## src/rtl/nn_pkg.sv

```systemverilog
`default_nettype none
// ============================================================================
//  Module   : nn_pkg
//  Purpose  : Shared constants and state encoding for the layer-input
//             scatter path (FIFO stream -> parallel lane registers).
//  Contents : NN_DATA_W - activation width
//             NN_LANES  - number of lane registers
//             NN_IDX_W  - lane index width
//             scatter_state_t - scatter controller states
//  Revision : 1.0  initial release
// ============================================================================
package nn_pkg;

    localparam int NN_DATA_W = 8;
    localparam int NN_LANES  = 16;
    localparam int NN_IDX_W  = 4;

    typedef enum logic [1:0] {
        S_IDLE = 2'd0,
        S_LOAD = 2'd1,
        S_DONE = 2'd2
    } scatter_state_t;

endpackage : nn_pkg
`default_nettype wire

```

## src/rtl/nn_scatter_16.sv

```systemverilog
`default_nettype none
// ============================================================================
//  Module   : nn_scatter_16
//  Purpose  : Pops a serial stream of activations from a first-word-fall-
//             through FIFO and scatters them into 16 parallel lane registers
//             that feed the next layer's neuron inputs.
//  Ports    : clk        - rising-edge clock
//             reset      - synchronous active-high reset
//             start      - one-cycle fill request (honoured only in IDLE)
//             count      - lanes to fill; 0 = empty fill, >16 saturates
//             fifo_empty - FIFO empty flag
//             fifo_data  - FIFO head word (valid while not empty)
//             fifo_rd    - pop strobe (combinational)
//             lanes      - packed lane registers, lane i at [8i+7:8i]
//             lane_valid - bit i set once lane i written in current fill
//             busy       - high while a fill is in progress (LOAD/DONE)
//             done       - one-cycle pulse when the fill completes
//  Revision : 1.0  initial release
// ============================================================================
module nn_scatter_16
    import nn_pkg::*;
#(
    parameter int DATA_W  = NN_DATA_W,
    parameter int N_LANES = NN_LANES,
    parameter int IDX_W   = NN_IDX_W
) (
    input  logic                        clk,
    input  logic                        reset,
    input  logic                        start,
    input  logic [4:0]                  count,
    input  logic                        fifo_empty,
    input  logic [DATA_W-1:0]           fifo_data,
    output logic                        fifo_rd,
    output logic [N_LANES*DATA_W-1:0]   lanes,
    output logic [N_LANES-1:0]          lane_valid,
    output logic                        busy,
    output logic                        done
);

    localparam int c_CNT_W = IDX_W + 1;

    scatter_state_t         r_state;
    scatter_state_t         w_state_nxt;
    logic [IDX_W-1:0]       r_idx;
    logic [c_CNT_W-1:0]     r_cnt_q;
    logic [c_CNT_W-1:0]     w_cnt_sat;
    logic                   w_accept;
    logic                   w_pop;
    logic                   w_last;

    // Requests above the lane count are clipped so cnt_q never exceeds 16.
    assign w_cnt_sat = (c_CNT_W'(count) > c_CNT_W'(N_LANES)) ? c_CNT_W'(N_LANES)
                                                              : c_CNT_W'(count);

    // LOAD is only entered with cnt_q >= 1, so cnt_q-1 never underflows there.
    assign w_last = ({1'b0, r_idx} == (r_cnt_q - c_CNT_W'(1)));

    // ------------------------------------------------------------------
    // Controller: state register
    // ------------------------------------------------------------------
    always_ff @(posedge clk) begin
        if (reset) begin
            r_state <= S_IDLE;
        end else begin
            r_state <= w_state_nxt;
        end
    end

    // ------------------------------------------------------------------
    // Controller: next state and outputs
    // ------------------------------------------------------------------
    always_comb begin
        w_state_nxt = r_state;
        w_accept    = 1'b0;
        w_pop       = 1'b0;
        fifo_rd     = 1'b0;
        busy        = (r_state != S_IDLE);
        done        = (r_state == S_DONE);

        case (r_state)
            S_IDLE: begin
                if (start) begin
                    w_accept    = 1'b1;
                    w_state_nxt = (count == 5'd0) ? S_DONE : S_LOAD;
                end
            end
            S_LOAD: begin
                w_pop = ~fifo_empty;
                // A 16-lane fill exits here on idx==15, never by index wrap.
                if (w_pop && w_last) begin
                    w_state_nxt = S_DONE;
                end
            end
            S_DONE: begin
                w_state_nxt = S_IDLE;
            end
            default: begin
                w_state_nxt = S_IDLE;
            end
        endcase

        // No word may leave the FIFO while the block is being reset.
        fifo_rd = w_pop & ~reset;
    end

    // ------------------------------------------------------------------
    // Fill bookkeeping: latched lane count and write index
    // ------------------------------------------------------------------
    always_ff @(posedge clk) begin
        if (reset) begin
            r_idx   <= '0;
            r_cnt_q <= '0;
        end else if (w_accept) begin
            r_idx   <= '0;
            r_cnt_q <= w_cnt_sat;
        end else if (w_pop && !w_last) begin
            r_idx   <= r_idx + IDX_W'(1);
        end
    end

    // ------------------------------------------------------------------
    // Lane array: one register per lane with its own write enable.
    // Data is kept across fills; only the valid flag is cleared on start.
    // ------------------------------------------------------------------
    for (genvar gi = 0; gi < N_LANES; gi++) begin : g_lane
        logic [DATA_W-1:0]  r_data;
        logic               r_valid;
        logic               w_we;

        assign w_we = w_pop && (r_idx == IDX_W'(gi));

        always_ff @(posedge clk) begin
            if (reset) begin
                r_data  <= '0;
                r_valid <= 1'b0;
            end else begin
                if (w_accept) begin
                    r_valid <= 1'b0;
                end else if (w_we) begin
                    r_valid <= 1'b1;
                end
                if (w_we) begin
                    r_data <= fifo_data;
                end
            end
        end

        assign lanes[gi*DATA_W +: DATA_W] = r_data;
        assign lane_valid[gi]             = r_valid;
    end

endmodule : nn_scatter_16
`default_nettype wire

```

## config.mk

```make
export PLATFORM = sky130hd
export DESIGN_NAME = nn_scatter_16
export DESIGN_NICKNAME = d
export VERILOG_FILES = /design/src/rtl/nn_pkg.sv /design/src/rtl/nn_scatter_16.sv
export SDC_FILE = /design/constraint.sdc
export NUM_CORES = 1
export LEC_CHECK = 0
export ABC_AREA = 1
export CORE_MARGIN = 4
export CORE_UTILIZATION = 43
export CTS_CLUSTER_SIZE = 30
export DETAILED_ROUTE_END_ITERATION = 12
export PLACE_DENSITY = 0.76
export SYNTH_ARGS = -nofsm -noshare
export SYNTH_HDL_FRONTEND = slang
export SYNTH_SLANG_ARGS = --single-unit
```

## constraint.sdc

```tcl
create_clock -name clk -period 1.5 [get_ports clk]
set_input_delay 0.3 -clock clk [delete_from_list [all_inputs] [get_ports clk]]
set_output_delay 0.3 -clock clk [all_outputs]
set_load 0.01 [all_outputs]
```

Word-level counts from Yosys, hierarchy flattened

Cells that the tools add are included.

Add/subtract/negate cells: 2
Multipliers: 0
Div/mod/pow operators: 0
$lt $le $gt $ge: 1
Equal/unequal tests: 20
Shifts and indexed selects: 0
Mux-type cells: 8
Bitwise gates (word level): 3
Reduce and logical (&&, ||, !) cells: 25

Operators by type and width:

| operator                                              | number |
|---|---|
| equality test 4 bit (second input constant)           | 8 |
| logical AND 1 bit                                     | 18 |
| equality test 4 x 3 -> 1 bit (second input constant)  | 4 |
| equality test 4 x 2 -> 1 bit (second input constant)  | 2 |
| 2-to-1 mux 2 bit                                      | 3 |
| equality test 4 x 5 -> 1 bit                          | 1 |
| greater-than comparator 5 bit (second input constant) | 1 |
| logical NOT 5 bit                                     | 1 |
| 2-to-1 mux 5 bit                                      | 1 |
| subtractor 5 x 1 -> 5 bit (second input constant)     | 1 |
| adder 4 x 1 -> 4 bit (second input constant)          | 1 |
| equality test 4 x 1 -> 1 bit (second input constant)  | 1 |
| logical NOT 4 bit                                     | 1 |
| inequality test 2 bit (second input constant)         | 2 |
| one-hot mux 2 bit (2 select lines)                    | 1 |
| 2-to-1 mux 1 bit                                      | 3 |
| equality test 2 x 1 -> 1 bit (second input constant)  | 1 |
| equality test 2 bit (second input constant)           | 1 |
| logical NOT 2 bit                                     | 1 |
| NOT 1 bit                                             | 2 |
| AND reduction 2 bit                                   | 1 |
| nonzero test 2 bit                                    | 1 |
| OR reduction 2 bit                                    | 1 |
| bitwise AND 1 bit                                     | 1 |
| logical NOT 1 bit                                     | 1 |

Bits in registers: 155
Latch bits: 0
Memory bits (writable): 0
Memory bits (read-only): 0
Input bits: 17
Logic and storage cells: 94
Memories kept: 0

Longest topological paths before layout

Gate-level depths: netlist of the first run.

Word-level depth: 5
Depth in mapped cells: 12

Least setup slack after synthesis of the first run

Ideal clock, no wire load.

Path kind: register to register
Start: reg r_cnt_q[0]
End: reg r_idx[3]
Data arrival time: 1.395 ns
Data required time: 1.430 ns
Slack: 0.035 ns
Cell stages (with the launch flop): 12
Path buffers: 0
Cells stage by stage: dfxtp_1 > inv_2 > ha_1 > nand2_1 > inv_1 > nor2_1 > nand2_1 > nor2_1 > nand3_2 > nand2_2 > nand2_1 > a21oi_1

Longest elaborated chain between the ends: 4

RTL lines:

| item                         | RTL line             | RTL |
|---|---|---|
| start, declared              | nn_scatter_16.sv:45  | `logic [c_CNT_W-1:0] r_cnt_q;` |
| start signal, assigned       | nn_scatter_16.sv:115 | `r_cnt_q <= w_cnt_sat;` |
| subtractor 5 x 1 -> 5 bit    | nn_scatter_16.sv:56  | `assign w_last = ({1'b0, r_idx} == (r_cnt_q - c_CNT_W'(1)));` |
| equality test 4 x 5 -> 1 bit | nn_scatter_16.sv:56  |  |
| logical NOT 1 bit            | nn_scatter_16.sv:116 | `end else if (w_pop && !w_last) begin` |
| logical AND 1 bit            | nn_scatter_16.sv:116 |  |
| end signal, assigned         | nn_scatter_16.sv:117 | `r_idx <= r_idx + IDX_W'(1);` |
| end, declared                | nn_scatter_16.sv:44  | `logic [IDX_W-1:0] r_idx;` |

Every way passes these cells.
A chain may end at the register's enable or synchronous reset.

Worst setup path in the final report of the first run

Ends and elaborated chain as after synthesis.

==> run metrics, run 1 <==
Clk pin slew, worst setup/hold paths 0.06 ns; clock power share 46.6%; Least-Margin Pin Slew 0.527 ns; CP max-delay cell dfxtp_2; yosys warns 0; Most used DFF post-synth dfxtp_1; DRT iter0 DRCs 557; Pwr per Cell Area 1050 nW/um^2; Critical Path Fanout Max 6; Startpoint Class flop; hold bufs inserted after CTS 0; Final Hold Fails 0; Comb power frac 6.9%; worst hold path cell count 2; Syn Nets 787; Chip Width 124 um; total number of vias 5602; net switching power 0.00206 W; P_int 0.00692 W; Congestion Overflow GR 0; Initial Utilization 44.0%; Flop pwr share 46.5%; worst setup margin -0.0559 ns; ant diodes 0; Tcrit/Tclk final 104%; critical-path cell list buf_4, buf_4, nand2_1, inv_1, nor2_1, nand2_1, nor2_1, nand3_2, nand2_2, nand2_1, a21oi_1; worst reg2reg path endpoint r_idx[3]; worst path buffer plus inverter count 3; Slew headroom 64.8%; R2R Setup Slk -0.06 ns; CP required 1.85 ns; area grow syn2layout 47.2%; vias in the first global route 5116; Cell variety after synth 22; CP max stage delay 0.32 ns; Post-Route WL 17500 um; Syn Std Cell Area 5820 um^2; Tmin final 1.56 ns; Setup TNS Final -0.140 ns; count of final setup violators 4; fin util 64.7%; top cell type by total area after synthesis dfxtp_1; Worst VDD drop 0.635 mV; max_cap viols 0; cell repeated most along the worst path nand2_1; clk buf depth 2; std cell rows 42; status finished, violations left; DRC 0; sequential fraction of the synthesis area 53.3%; worst setup path class flop to flop; worst reg2reg path depth 11; Post-synth ARST share 0%; HP Class flop to flop; clk_lat worst skew 0.43 ns; share of cells above drive strength 1 17.5%; core box area 13200 um^2; failing checks setup timing; Synth area leaders dfxtp_1 (53%), nor2_1 (20%), o21ai_0 (11%); WP data arrival 1.91 ns; Post-DP HPWL 11400 um; Final Skew 0.00855 ns; Pwr Total 0.00898 W; Die ar. 15500 um^2; number of CTS-inserted buffers 17; Post-synth EDFFs 0; Slew Limit Fails 0; clk root buf clkbuf_16; CP Capture Type flop; H-tree depth 4; initial antenna violation count 0; antenna viol nets, final 0; largest net degree at the start of global routing 57; Syn Inst Count 765; Hold Path End g_lane[0].r_valid; DIE HEIGHT 124 um; gp weighted congestion 0.822; critical hold path startpoint g_lane[0].r_valid; worst r2r src r_cnt_q[0]; RSZ-0062 raised after global routing yes; hold slack 0.466 ns; DP Worst Slack -0.324 ns; Port Buffers 163; final net count 978; achievable clock frequency 643 MHz; commonest cells in the netlist nor2_1 (303), dfxtp_1 (155), o21ai_0 (129); count leader, synth nor2_1; io pins 164; Synth Area per Inst 7.61 um^2; Switching Share 22.9%; first-pass GRT wire length 26600 um; GR Util All Layers 21.5%; CP top delay family simple AND/OR/NAND/NOR gates; #FFs+latches synth 155; CTS tree yes; leakage power 4.12 nW; Synth top area share 53.3%; drt first pass iters 7; Sink Count 155; wire length per cell 15.3 um; vias per cell 4.89
-- cell usage in the layout (no fill, tap or decap), types with 7 or more instances in the layout --
master | Yosys | final
nand2_2 | 17 | 9
nand3_1 | 12 | 12
dfxtp_1 | 155 | 150
nor2_1 | 303 | 298
o21ai_1 | 0 | 38
nor2_4 | 5 | 7
nand2_1 | 28 | 25
clkinv_2 | 0 | 7
clkbuf_16 | 0 | 17
dlygate4sd2_1 | 0 | 144
inv_4 | 0 | 10
nand2_4 | 1 | 10
buf_4 | 16 | 31
inv_1 | 25 | 22
inv_2 | 23 | 12
o21ai_0 | 129 | 74
o21ai_2 | 0 | 17
clkdlybuf4s50_1 | 0 | 16
-- repair_timing --
action                                  CTS  global route
hold endpoints to repair                  0             0
pin swaps                                 6            18
buffers inserted                          2            11
gates resized for setup                 165           126
endpoints found under the setup margin  156           133
gates cloned                              1             8
-- metrics by stage --
step | cell area, um^2 | std cells
2_1_floorplan | 5820 | 765
3_3_place_gp | 7730 | 1091
3_5_place_dp | 7730 | 1091
4_1_cts | 8190 | 1126
5_1_grt | 8570 | 1145
6_report | 8570 | 1145
-- cell families (layout without fill, tap and decap cells) --
group	Yosys count	after routing	synth area share [%]
compound gates	142	142	12.5
xor+xnor	1	1	0.150
fa+ha+maj	5	5	1.07
buf+inv	90	292	6.92
flops	155	155	53.3
simple gates	372	374	26.1
-- tightest hold or removal path: cells and delay by family, from the launching register on --
kind	cells	cell delay, ns
flip-flops	1	0.32
AND/OR/NAND/NOR	2	0.11
-- power by group through the flow --
stage	Clock [W]	Sequential, W	Combinational, W
2_1_floorplan	0	0.00427	0.000294
3_3_place_gp	0	0.00426	0.000573
3_5_place_dp	0	0.00426	0.000580
4_1_cts	0.00424	0.00417	0.000578
5_1_grt	0.00443	0.00417	0.000681
6_report	0.00419	0.00417	0.000620
-- state kept, by name (all words and copies together) (netlist names) --
signal,flops
g_lane.r_data,128
r_idx,4
r_cnt_q,5
g_lane.r_valid,16
r_state,2
-- metal layers --
metal,up-vias,GRT usage (%),routed length (um)
met3,23,8.02,1280
met4,0,5.87,315
met2,170,34.3,8160
met1,2592,27.5,7760
li1,2817,-,-
met5,-,0,0
-- how the worst max path moves through the flow --
| stage | from | endpoint | cells past startpoint |
|---|---|---|---|
| 2_1_floorplan | r_cnt_q[0] | r_idx[3] | 11 |
| 3_3_place_gp | fifo_empty | fifo_rd | 5 |
| 3_5_place_dp | fifo_empty | fifo_rd | 5 |
| 4_1_cts | r_cnt_q[1] | r_idx[3] | 11 |
| 5_1_grt | r_cnt_q[0] | r_idx[3] | 11 |
| 6_report | r_cnt_q[0] | r_idx[3] | 11 |
-- final cells by class --
type,instances,area [um^2]
timing repair buffer,205,1850
multi-input combinational,522,2540
sequential,155,3110
fill,1181,4670
clock inverter,11,120
inverter,48,228
clock buffer,21,460
tap,176,220
timing repair inverter,7,46.3
(Power assumes the default switching activity.)
==> run 2, diff against run 1 <==
--- a/config.mk
+++ b/config.mk
@@ -6,11 +6,11 @@
 export NUM_CORES = 1
 export LEC_CHECK = 0
 export ABC_AREA = 1
-export CORE_MARGIN = 4
 export CORE_UTILIZATION = 43
 export CTS_CLUSTER_SIZE = 30
 export DETAILED_ROUTE_END_ITERATION = 12
 export PLACE_DENSITY = 0.76
+export SKIP_CTS_REPAIR_TIMING = 1
 export SYNTH_ARGS = -nofsm -noshare
 export SYNTH_HDL_FRONTEND = slang
 export SYNTH_SLANG_ARGS = --single-unit
==> run metrics, run 2 (synthesized netlist as in run 1, its figures left out) <==
Worst VDD drop 0.625 mV (-1.6%); Clk pin slew, worst setup/hold paths 0.06 ns (about the same); worst setup path class flop to flop; clk buf depth 2 (unchanged); Sink Count 155 (unchanged); H-tree depth 4 (unchanged); DRT iter0 DRCs 452 (-19%); status finished, violations left; drt first pass iters 7 (unchanged); worst setup margin -0.00438 ns (+0.0515 ns); worst reg2reg path endpoint g_lane[2].r_data[6]; Finished Layout Cells 1143 (-0.17%); largest net degree at the start of global routing 51 (-11%); area grow syn2layout 58.6%; RSZ-0062 raised after global routing yes; CP max-delay cell dfxtp_2; Largest Register g_lane.r_data; Initial Utilization 44.0% (unchanged); CP max stage delay 0.33 ns (about the same); Port Buffers 163 (unchanged); Largest regs g_lane.r_data x128, g_lane.r_valid x16, r_cnt_q x5; most common cell after layout, fill and taps aside nor2_1; vias in the first global route 4919 (-3.9%); share of cells above drive strength 1 16.9% (-0.69 points); dpl cells 1086 (-0.46%); critical hold path startpoint g_lane[9].r_valid; io pins 164 (unchanged); core box area 13200 um^2 (unchanged); Chip Width 118 um (-4.8%); GR Util All Layers 23.7% (+2.2 points); worst reg2reg path depth 10 (-1); achievable clock frequency 665 MHz (+3.4%); total number of vias 5646 (+0.79%); max reg flops 128 (unchanged); ant diodes 0 (unchanged); Hold Path End g_lane[9].r_valid; DIE HEIGHT 118 um (-4.8%); Tmin final 1.50 ns (-0.0515 ns); vias per cell 4.94 (+0.96%); critical-path cell list inv_2, nor2_4, nand2_4, buf_12, nor2_4, buf_12, buf_8, nand2_4, o21ai_1, nor2_1; Die ar. 14000 um^2 (-9.4%); DP Worst Slack -0.324 ns (+0.000479 ns); Congestion Overflow GR 0 (unchanged); HP Class flop to flop; clk root buf clkbuf_16; Tcrit/Tclk final 100% (-3.4 points); first-pass GRT wire length 25500 um (-4.2%); worst r2r src r_state[0]; Final Skew 0.00570 ns (-0.00285 ns); clk_lat worst skew 0.43 ns (about the same); wire length per cell 15.7 um (+2.5%); leakage power 6.22 nW (+51%); Post-Route WL 17900 um (+2.3%); failing checks setup timing; Pwr per Cell Area 1040 nW/um^2 (-0.25%); initial antenna violation count 0 (unchanged); Slew Limit Fails 0 (unchanged); Post-DP HPWL 10600 um (-7.1%); Critical Path Fanout Max 5 (-1); number of CTS-inserted buffers 17 (unchanged); antenna viol nets, final 0 (unchanged); Slew headroom 68.0% (+3.3 points); gp weighted congestion 0.785 (-4.5%); R2R Setup Slk -0.004 ns (+0.05 ns); std cell rows 42 (unchanged); CP required 1.82 ns (-0.03 ns); Final Hold Fails 0 (unchanged); final net count 976 (-0.20%); Startpoint Class flop; CTS tree yes; count of final setup violators 1 (-3); DRC 0 (unchanged); worst hold path cell count 2 (unchanged); CP Capture Type flop; WP data arrival 1.82 ns (-0.09 ns); Least-Margin Pin Slew 0.479 ns (-0.0482 ns); max_cap viols 0 (unchanged); leading cell types in the layout, fill and taps excluded nor2_1 (295), dfxtp_1 (148), dlymetal6s2s_1 (145)
-- run 2: routing by layer --
layer / wire, um / GRT usage (%) / vias to the layer above
met2: 8600 / 36.8 / 199
met3: 1120 / 6.66 / 33
met1: 7800 / 30.3 / 2608
met5: 0 / 0 / -
met4: 409 / 11.6 / 0
li1: - / - / 2806
-- run 2: report_power, final --
group	leakage (nW)	switching (W)	internal (W)
Clock	0.316	0.00171	0.00312
Combinational	4.65	0.000381	0.000263
Sequential	1.25	0.0000213	0.00415
Total	6.22	0.00211	0.00754
-- run 2: cell type report --
class                   count  area [um^2]
flip-flops and latches    155         3110
inverters                  48          233
repair inverters            4         21.3
multi-input cells         523         2560
fillers                  1016         4010
well taps                 176          220
clock inverters            11          215
repair buffers            205         2430
clock buffers              21          440
-- run 2: critical path, delay by kind of cell (launching register included) --
family	cells	cell delay, ns
AOI/OAI and AO/OA	1	0.15
buffers and inverters	4	0.44
DFF	1	0.33
and+or+nand+nor	5	0.46
-- run 2: stage by stage --
| step | hold WS [ns] | area (um^2) | power, W | setup TNS (ns) | utilization (%) |
|---|---|---|---|---|---|
| after floorplan | 0.442 | 5820 | 0.00456 | 0 | - |
| after global placement | 0.452 | 7720 | 0.00484 | -36.27 | 58.3 |
| after detailed placement | 0.462 | 7720 | 0.00485 | -39.79 | 58.3 |
| after CTS | 0.470 | 8380 | 0.00961 | -19.42 | 63.2 |
| after global routing | 0.494 | 9230 | 0.00990 | -1.54 | 69.7 |
| final | 0.468 | 9230 | 0.00965 | -0.00438 | 69.7 |
-- run 2: worst max path at each step --
stage,depth (start not counted),end,startpoint,slack (ns)
floorplan,11,r_idx[3],r_cnt_q[0],0.03
global placement,5,fifo_rd,fifo_empty,-0.29
detailed placement,9,g_lane[7].r_data[3],fifo_empty,-0.32
CTS,5,fifo_rd,r_state[0],-0.45
global route,10,g_lane[2].r_data[6],r_state[0],-0.1
finish,10,g_lane[2].r_data[6],r_state[0],-0.004
